==> src/rtl/lc3_fetch.sv <==
// lc3_fetch: LC-3 instruction fetch FSM with a single outstanding memory request,
// a one-entry IR holding register and branch redirect/flush handling.
module lc3_fetch #(
  parameter logic [15:0] RESET_PC = 16'h3000
) (
  input  logic        clock,
  input  logic        reset,
  output logic [15:0] pc,
  output logic        instrmem_rd,
  input  logic [15:0] Instr_dout,
  input  logic        complete_instr,
  input  logic        br_taken,
  input  logic [15:0] taddr,
  output logic [15:0] IR,
  output logic [15:0] npc,
  output logic        IR_valid,
  input  logic        IR_ready
);
  typedef enum logic [2:0] {IDLE, REQ, RESP, HOLD, FLUSH} state_t;
  state_t state, state_nxt;
  logic capture;
  logic accept;
  always_comb begin
    accept = state == HOLD && IR_ready;
    capture = state == RESP && complete_instr && !br_taken;
    instrmem_rd = (state == REQ || accept) && !br_taken;
    state_nxt = state;
    if (br_taken)
      // a redirect with a request still in flight must drain it before re-requesting
      state_nxt = ((state == RESP || state == FLUSH) && !complete_instr) ? FLUSH : REQ;
    else
      case (state)
        IDLE:    state_nxt = REQ;
        REQ:     state_nxt = RESP;
        RESP:    state_nxt = complete_instr ? HOLD : RESP;
        HOLD:    state_nxt = IR_ready ? RESP : HOLD;
        FLUSH:   state_nxt = complete_instr ? REQ : FLUSH;
        default: state_nxt = IDLE;
      endcase
  end
  always_ff @(posedge clock) begin
    if (reset) begin
      state <= IDLE;
      pc <= RESET_PC;
      npc <= RESET_PC;
      IR <= 16'h0000;
      IR_valid <= 1'b0;
    end else begin
      state <= state_nxt;
      pc <= br_taken ? taddr : capture ? pc + 16'd1 : pc;
      IR_valid <= br_taken ? 1'b0 : capture ? 1'b1 : accept ? 1'b0 : IR_valid;
      if (capture) begin
        IR <= Instr_dout;
        npc <= pc + 16'd1;
      end
    end
  end
endmodule
==> config.mk <==
export PLATFORM = sky130hd
export DESIGN_NAME = lc3_fetch
export DESIGN_NICKNAME = d
export VERILOG_FILES = /design/src/rtl/lc3_fetch.sv
export SDC_FILE = /design/constraint.sdc
export NUM_CORES = 1
export LEC_CHECK = 0
export ABC_AREA = 1
export BUFFER_PORTS_ARGS = -buffer_cell sky130_fd_sc_hd__buf_4
export CELL_PAD_IN_SITES_DETAIL_PLACEMENT = 0
export CELL_PAD_IN_SITES_GLOBAL_PLACEMENT = 1
export CORE_ASPECT_RATIO = 0.8
export CORE_MARGIN = 2
export CORE_UTILIZATION = 36
export DETAILED_ROUTE_END_ITERATION = 8
export HOLD_SLACK_MARGIN = 0.06
export PLACE_DENSITY = 0.9
export SYNTH_ARGS = -nofsm -noshare
export SYNTH_HDL_FRONTEND = slang
export SYNTH_SLANG_ARGS = --single-unit
export TNS_END_PERCENT = 100
==> constraint.sdc <==
create_clock -name clock -period 2.7 [get_ports clock]
set_input_delay 0.135 -clock clock [delete_from_list [all_inputs] [get_ports clock]]
set_output_delay 0.135 -clock clock [all_outputs]
set_load 0.03 [all_outputs]
==> results of run 1 <==
[area by class of cell]
type                            instances  area share
Clock buffer                            6      0.0257
Timing Repair Buffer                  100       0.244
Sequential cell                        52       0.324
Tap cell                               84      0.0327
Inverter                               28      0.0327
Multi-Input combinational cell        237       0.338
Clock inverter                          2     0.00311
[synth_stat cells, drive strengths merged (2+ instances only)]
library cell / n
nand2: 96
nor2: 50
nand3: 23
xor2: 2
o21bai: 4
a21oi: 26
clkbuf: 4
inv: 27
nand4: 3
a31oi: 5
o21ai: 18
buf: 10
xnor2: 3
dfxtp: 52
[worst reg2reg max path, delay by kind of cell (launching register included)]
family,cells,cell delay [ns]
buffers and inverters,2,0.12
and+or+nand+nor,5,1.01
AOI/OAI and AO/OA,1,0.10
DFF,1,0.41
[power groups by stage]
stage               Clock [mW]  Sequential [mW]  Combinational [mW]
finish                   0.454            0.817               0.219
global route             0.500            0.821               0.240
global placement             0            0.834               0.203
floorplan                    0            0.866              0.0793
CTS                      0.468            0.816               0.220
detailed placement           0            0.834               0.205
[logic make-up after synthesis]
kind of cell,count (synthesis),synth area share
xor gates and xnor gates,5,0.0189
buffers and inverters,42,0.0810
AOI/OAI and AO/OA,56,0.133
and+or+nand+nor,175,0.312
adders and majority gates,1,0.00540
DFF,52,0.449
[stage by stage]
step / utilization / hold slack (ns)
6_report: 0.509 / 0.0730
5_1_grt: 0.509 / 0.0639
4_1_cts: 0.509 / 0.0664
3_5_place_dp: 0.474 / 0.363
3_3_place_gp: 0.474 / 0.356
2_1_floorplan: - / 0.270
[state kept, by name, indices dropped and copies added (netlist names)]
signal,flops
IR,16
IR_valid,1
npc,16
pc,16
state,3
[what timing repair did]
item	in CTS	in global routing
buffers inserted	0	0
hold endpoints to repair	13	0
hold buffers	13	0
[metal layers]
metal	up-vias	part of all wire	global-route usage
met5	-	0	0
met4	0	0.0050	0.0435
met3	2	0.071	0.0386
met2	82	0.46	0.289
met1	1077	0.46	0.243
li1	1242	-	-
[worst max-delay path by stage]
stage	from	slack (ns)	to
2_1_floorplan	state[0]$_SDFF_PP0_	0.58	instrmem_rd
3_3_place_gp	state[1]$_SDFF_PP0_	1.04	npc[13]$_SDFFE_PP1P_
3_5_place_dp	state[2]$_SDFF_PP0_	1.02	pc[7]$_SDFFE_PP0P_
4_1_cts	state[2]$_SDFF_PP0_	0.99	pc[8]$_SDFFE_PP0P_
5_1_grt	state[2]$_SDFF_PP0_	0.80	pc[6]$_SDFFE_PP0P_
6_report	state[2]$_SDFF_PP0_	1.01	pc[8]$_SDFFE_PP0P_
==> impl_metrics.yaml, run 1 <==
yosys:
  syn_avg_cell_area_um2: 7.00
  yosysUniqueCellTypes: 28
  seq_area_frac_synth: 0.449
  synth_top_area_share: 0.449
  syn-instance-count: 331
  synth_area_leaders: "dfxtp_1, nand2_1, nor2_1"
  yosys_register_bits: 52
  synthFlopType: "dfxtp_1"
  async_flop_share: 0
  synth-edff-count: 0
  synth_warnings: 0
  yosys.area.top_type: "dfxtp_1"
  synth_fp_nets: 369
  synth.cell_area_um2: 2320
clock_network:
  cts_buffer_depth: 2
  tritoncts.num_buffers: 5
  path_clk_slew_ns: 0.09
  insertion_delay_ns: 0.30
  clock-root-buffer: "clkbuf_8"
  cts_sinks: 52
  gates_resized_cts_repair: 0
  cts_tree: "done"
  h-tree-depth: 2
grt:
  first_global_vias: 2130
  grt_overflow_total: 0
  global_route.usage.total: 0.177
  grt_start_max_net_pins: 33
  grt_antenna_before_repair: 0
  grt_pass1_wl_um: 9930
worst_hold_path:
  min_path_type: "primary input to register"
  cell_depth_of_the_worst_hold_path: 3
  hold_path_end: "IR[7]$_SDFFE_PP0P_"
  hold_path.startpoint: "Instr_dout[7]"
placement:
  dp_hpwl_um: 4340
  placer_congestion_estimate: 0.778
  placed_cells_incl_taps: 488
  numPortBuffers: 86
  placedInstanceArea_um2: 2990
  post-place-ws_ns: 1.02
finish:
  finalNonFillerCells: 509
  finish.net_count: 462
  mostFrequentLayoutCell: "nand2_1"
  diodes: 0
  multi_input_area_um2: 1090
  final_layout_size_suffix_gt1_frac: 0.235
  synthToLayoutAreaGrowth_pct: 38.8
  layout.cell_area.non_filler_um2: 3210
  seqCellArea_um2: 1040
  num-fill-cells: 648
  commonest_cells_after_routing_fill_and_taps_aside: "nand2_1, buf_4, dfxtp_1"
run_status:
  outcome: "finished clean"
floorplanning:
  die-height_um: 75.7
  rows: 26
  floorplan.io_pins: 87
  initial_utilization: 0.367
  floorplan.core_area_um2: 6310
  fp.dieW_um: 93.7
  die_area_um2: 7090
sta:
  maxSlewViolCount: 0
  clock.fmax_mhz: 591
  timing.setup.tns_ns: 0
  fin_crit_period_ns: 1.69
  fin_crit_share: 0.626
  timing.max_slew.rel_slack: 0.409
  grt_setup_unrepaired: "no"
  setup_viol_count_final: 0
  layout_setup_ws_ns: 1.01
  finalHoldViolCount: 0
  fin_worst_skew_ns: 0.00604
  worst_pin_slew_ns: 0.883
route:
  drt-vias-per-instance: 4.72
  remaining_routing_drc_violations: 0
  detail_route.wl_per_cell_um: 12.2
  postRouteAntennaNets: 0
  initialDrtViolationCount: 104
  drt_wl_total_um: 6220
  route.vias.total: 2403
  drt_first_pass_iters: 4
worst_setup_path:
  worst-endpoint-required_ns: 2.94
  worst_setup_path_end_kind: "register"
  crit_path_start_kind: "register"
  worst-endpoint-arrival_ns: 1.93
  worst_r2r_startpoint: "state[2]$_SDFF_PP0_"
  cp.depth: 8
  crit_chain: "inv_2 -> nand3_1 -> nor2_1 -> nor2_1 -> nand2_1 -> nand2_1 -> inv_1 -> a21oi_1"
  worst_r2r_endpoint: "pc[8]$_SDFFE_PP0P_"
  worst_path_max_delay_cell: "nor2_1"
  crit_path_max_incr_delay_ns: 0.66
  timing.critical_path.buf_inv: 2
  worstRegToRegCells: 8
  cpLargestDelayFamily: "simple AND/OR/NAND/NOR gates"
  worstPathMaxFanout: 11
  critical_path_class: "register to register"
  rrSetupSlack_ns: 1.01
power_and_ir_drop:
  power.ir.vdd_worst_mv: 0.193
  total_leakage_power_nw: 1.51
  power.density_nw_per_um2: 463
  seq_power_share: 0.548
  power.share.switching: 0.265
  internal-power_mw: 1.09
  design_power_total_mw: 1.49
  part_of_the_total_power_dissipated_in_the_clock_network: 0.305
  total_switching_power_mw: 0.396
  power.combinational.fraction: 0.147
job:
  max-cap-violations: 0
No activity file was read; power rests on OpenSTA's default activity.
==> run 2, diff against run 1 <==
--- a/config.mk
+++ b/config.mk
@@ -11,10 +11,10 @@
 export CELL_PAD_IN_SITES_GLOBAL_PLACEMENT = 1
 export CORE_ASPECT_RATIO = 0.8
 export CORE_MARGIN = 2
-export CORE_UTILIZATION = 36
+export CORE_UTILIZATION = 30
 export DETAILED_ROUTE_END_ITERATION = 8
 export HOLD_SLACK_MARGIN = 0.06
-export PLACE_DENSITY = 0.9
+export PLACE_DENSITY = 0.81
 export SYNTH_ARGS = -nofsm -noshare
 export SYNTH_HDL_FRONTEND = slang
 export SYNTH_SLANG_ARGS = --single-unit
==> constraint.sdc (replaced) <==
create_clock -name clock -period 1.5 [get_ports clock]
set_input_delay 0.075 -clock clock [delete_from_list [all_inputs] [get_ports clock]]
set_output_delay 0.075 -clock clock [all_outputs]
set_load 0.03 [all_outputs]
==> impl_metrics.yaml, run 2 (synthesis results as in run 1) <==
worst_setup_path:
  cpLargestDelayFamily: "compound AO/OA/AOI/OAI gates"
  worst_r2r_endpoint: "npc[9]$_SDFFE_PP0P_"
  worst-endpoint-arrival_ns: 1.39
  timing.critical_path.buf_inv: 2
  worst_setup_path_end_kind: "primary output"
  critical_path_class: "register to primary output"
  rrSetupSlack_ns: 0.14
  worst_r2r_startpoint: "state[0]$_SDFF_PP0_"
  cp.depth: 3
  worst-endpoint-required_ns: 1.42
  critPathLaunch: "state[0]$_SDFF_PP0_"
  worstRegToRegCells: 6
  crit_path_max_incr_delay_ns: 0.38
  crit_path_start_kind: "register"
  cp_endpoint: "instrmem_rd"
  worst_path_max_delay_cell: "a2111oi_2"
  worstPathMaxFanout: 3
  crit_chain: "inv_1 -> a2111oi_2 -> buf_4"
finish:
  mostFrequentLayoutCell: "buf_4"
  final_layout_size_suffix_gt1_frac: 0.273
  finish.net_count: 481
  layout.cell_area.non_filler_um2: 3460
  commonest_cells_after_routing_fill_and_taps_aside: "buf_4, nand2_1, nor2_1"
  multi_input_area_um2: 1110
  num-fill-cells: 802
  biggestRegsByFlops: "IR: 16 flops, npc: 16 flops, pc: 16 flops"
  seqCellArea_um2: 1050
  diodes: 0
  finalNonFillerCells: 549
  postLayoutCoreUtil: 0.465
  synthToLayoutAreaGrowth_pct: 49.2
floorplanning:
  floorplan.core_area_um2: 7430
  initial_utilization: 0.312
  floorplan.io_pins: 87
  die-height_um: 82.6
  rows: 28
  fp.dieW_um: 102
  die_area_um2: 8440
power_and_ir_drop:
  power.ir.vdd_worst_mv: 0.396
  total_leakage_power_nw: 1.61
  power.density_nw_per_um2: 830
  design_power_total_mw: 2.87
sta:
  setup_viol_count_final: 0
  smallest_hold_slack_ns: 0.0561
  clock.fmax_mhz: 681
  fin_crit_share: 0.978
  fin_worst_skew_ns: 0.00962
  timing.setup.tns_ns: 0
  worst_pin_slew_ns: 0.554
  timing.max_slew.rel_slack: 0.630
  finalHoldViolCount: 0
  maxSlewViolCount: 0
  layout_setup_ws_ns: 0.0325
  grt_setup_unrepaired: "yes"
  fin_crit_period_ns: 1.47
placement:
  post-place-ws_ns: 0.0345
  numPortBuffers: 86
  dp_hpwl_um: 4850
  placed_cells_incl_taps: 519
  placer_congestion_estimate: 0.806
  placedInstanceArea_um2: 3100
grt:
  grt_overflow_total: 0
  global_route.usage.total: 0.166
  grt_start_max_net_pins: 33
  grt_pass1_wl_um: 11100
  first_global_vias: 2397
  grt_antenna_before_repair: 0
route:
  detail_route.wl_per_cell_um: 12.5
  postRouteAntennaNets: 0
  drt-vias-per-instance: 4.49
  route.vias.total: 2465
  drt_first_pass_iters: 4
  drt_wl_total_um: 6840
  remaining_routing_drc_violations: 0
  initialDrtViolationCount: 85
clock_network:
  cts_buffer_depth: 2
  cts_sinks: 52
  tritoncts.num_buffers: 5
  path_clk_slew_ns: 0.10
  post_cts.repair.setup_buffers: 0
  cts_tree: "done"
  insertion_delay_ns: 0.30
  h-tree-depth: 2
  clock-root-buffer: "clkbuf_8"
worst_hold_path:
  min_path_type: "primary input to register"
job:
  max-cap-violations: 0
run_status:
  outcome: "finished clean"
-- run 2: tightest hold or removal path, stage by stage --
cell	delay, ns
buf_4	0.11
nand2_1	0.06
a31oi_1	0.08
-- run 2: how the worst min path moves through the flow --
| stage | start | to | depth (start not counted) |
|---|---|---|---|
| finish | taddr[4] | pc[4]$_SDFFE_PP0P_ | 3 |
| global route | taddr[2] | pc[2]$_SDFFE_PP0P_ | 3 |
| CTS | taddr[4] | pc[4]$_SDFFE_PP0P_ | 3 |
| detailed placement | Instr_dout[7] | IR[7]$_SDFFE_PP0P_ | 3 |
| global placement | Instr_dout[5] | IR[5]$_SDFFE_PP0P_ | 3 |
| floorplan | Instr_dout[10] | IR[10]$_SDFFE_PP0P_ | 2 |
-- run 2: metal layers --
layer	track usage	vias to the layer above	wire length (µm)
met3	0.0370	9	340
met1	0.208	1120	3300
li1	-	1280	-
met5	0	-	0
met2	0.286	56	3090
met4	0.0547	0	99
-- run 2: layout make-up --
| type | count | share of cell area |
|---|---|---|
| clock inverter | 2 | 0.0101 |
| timing repair buffer | 119 | 0.274 |
| tap | 105 | 0.0380 |
| sequential | 52 | 0.304 |
| multi-input combinational | 237 | 0.321 |
| clock buffer | 6 | 0.0210 |
| inverter | 28 | 0.0311 |
-- run 2: what timing repair did --
action	CTS	global route
resized for setup	0	13
setup endpoints to repair	0	34
endpoints found under the hold margin	22	0
hold buffers	22	0
-- run 2: power breakdown --
part	total, mW	internal (mW)	switching, mW
clock	0.958	0.496	0.462
sequential	1.46	1.42	0.0439
combinational	0.447	0.213	0.234
total	2.87	2.13	0.740
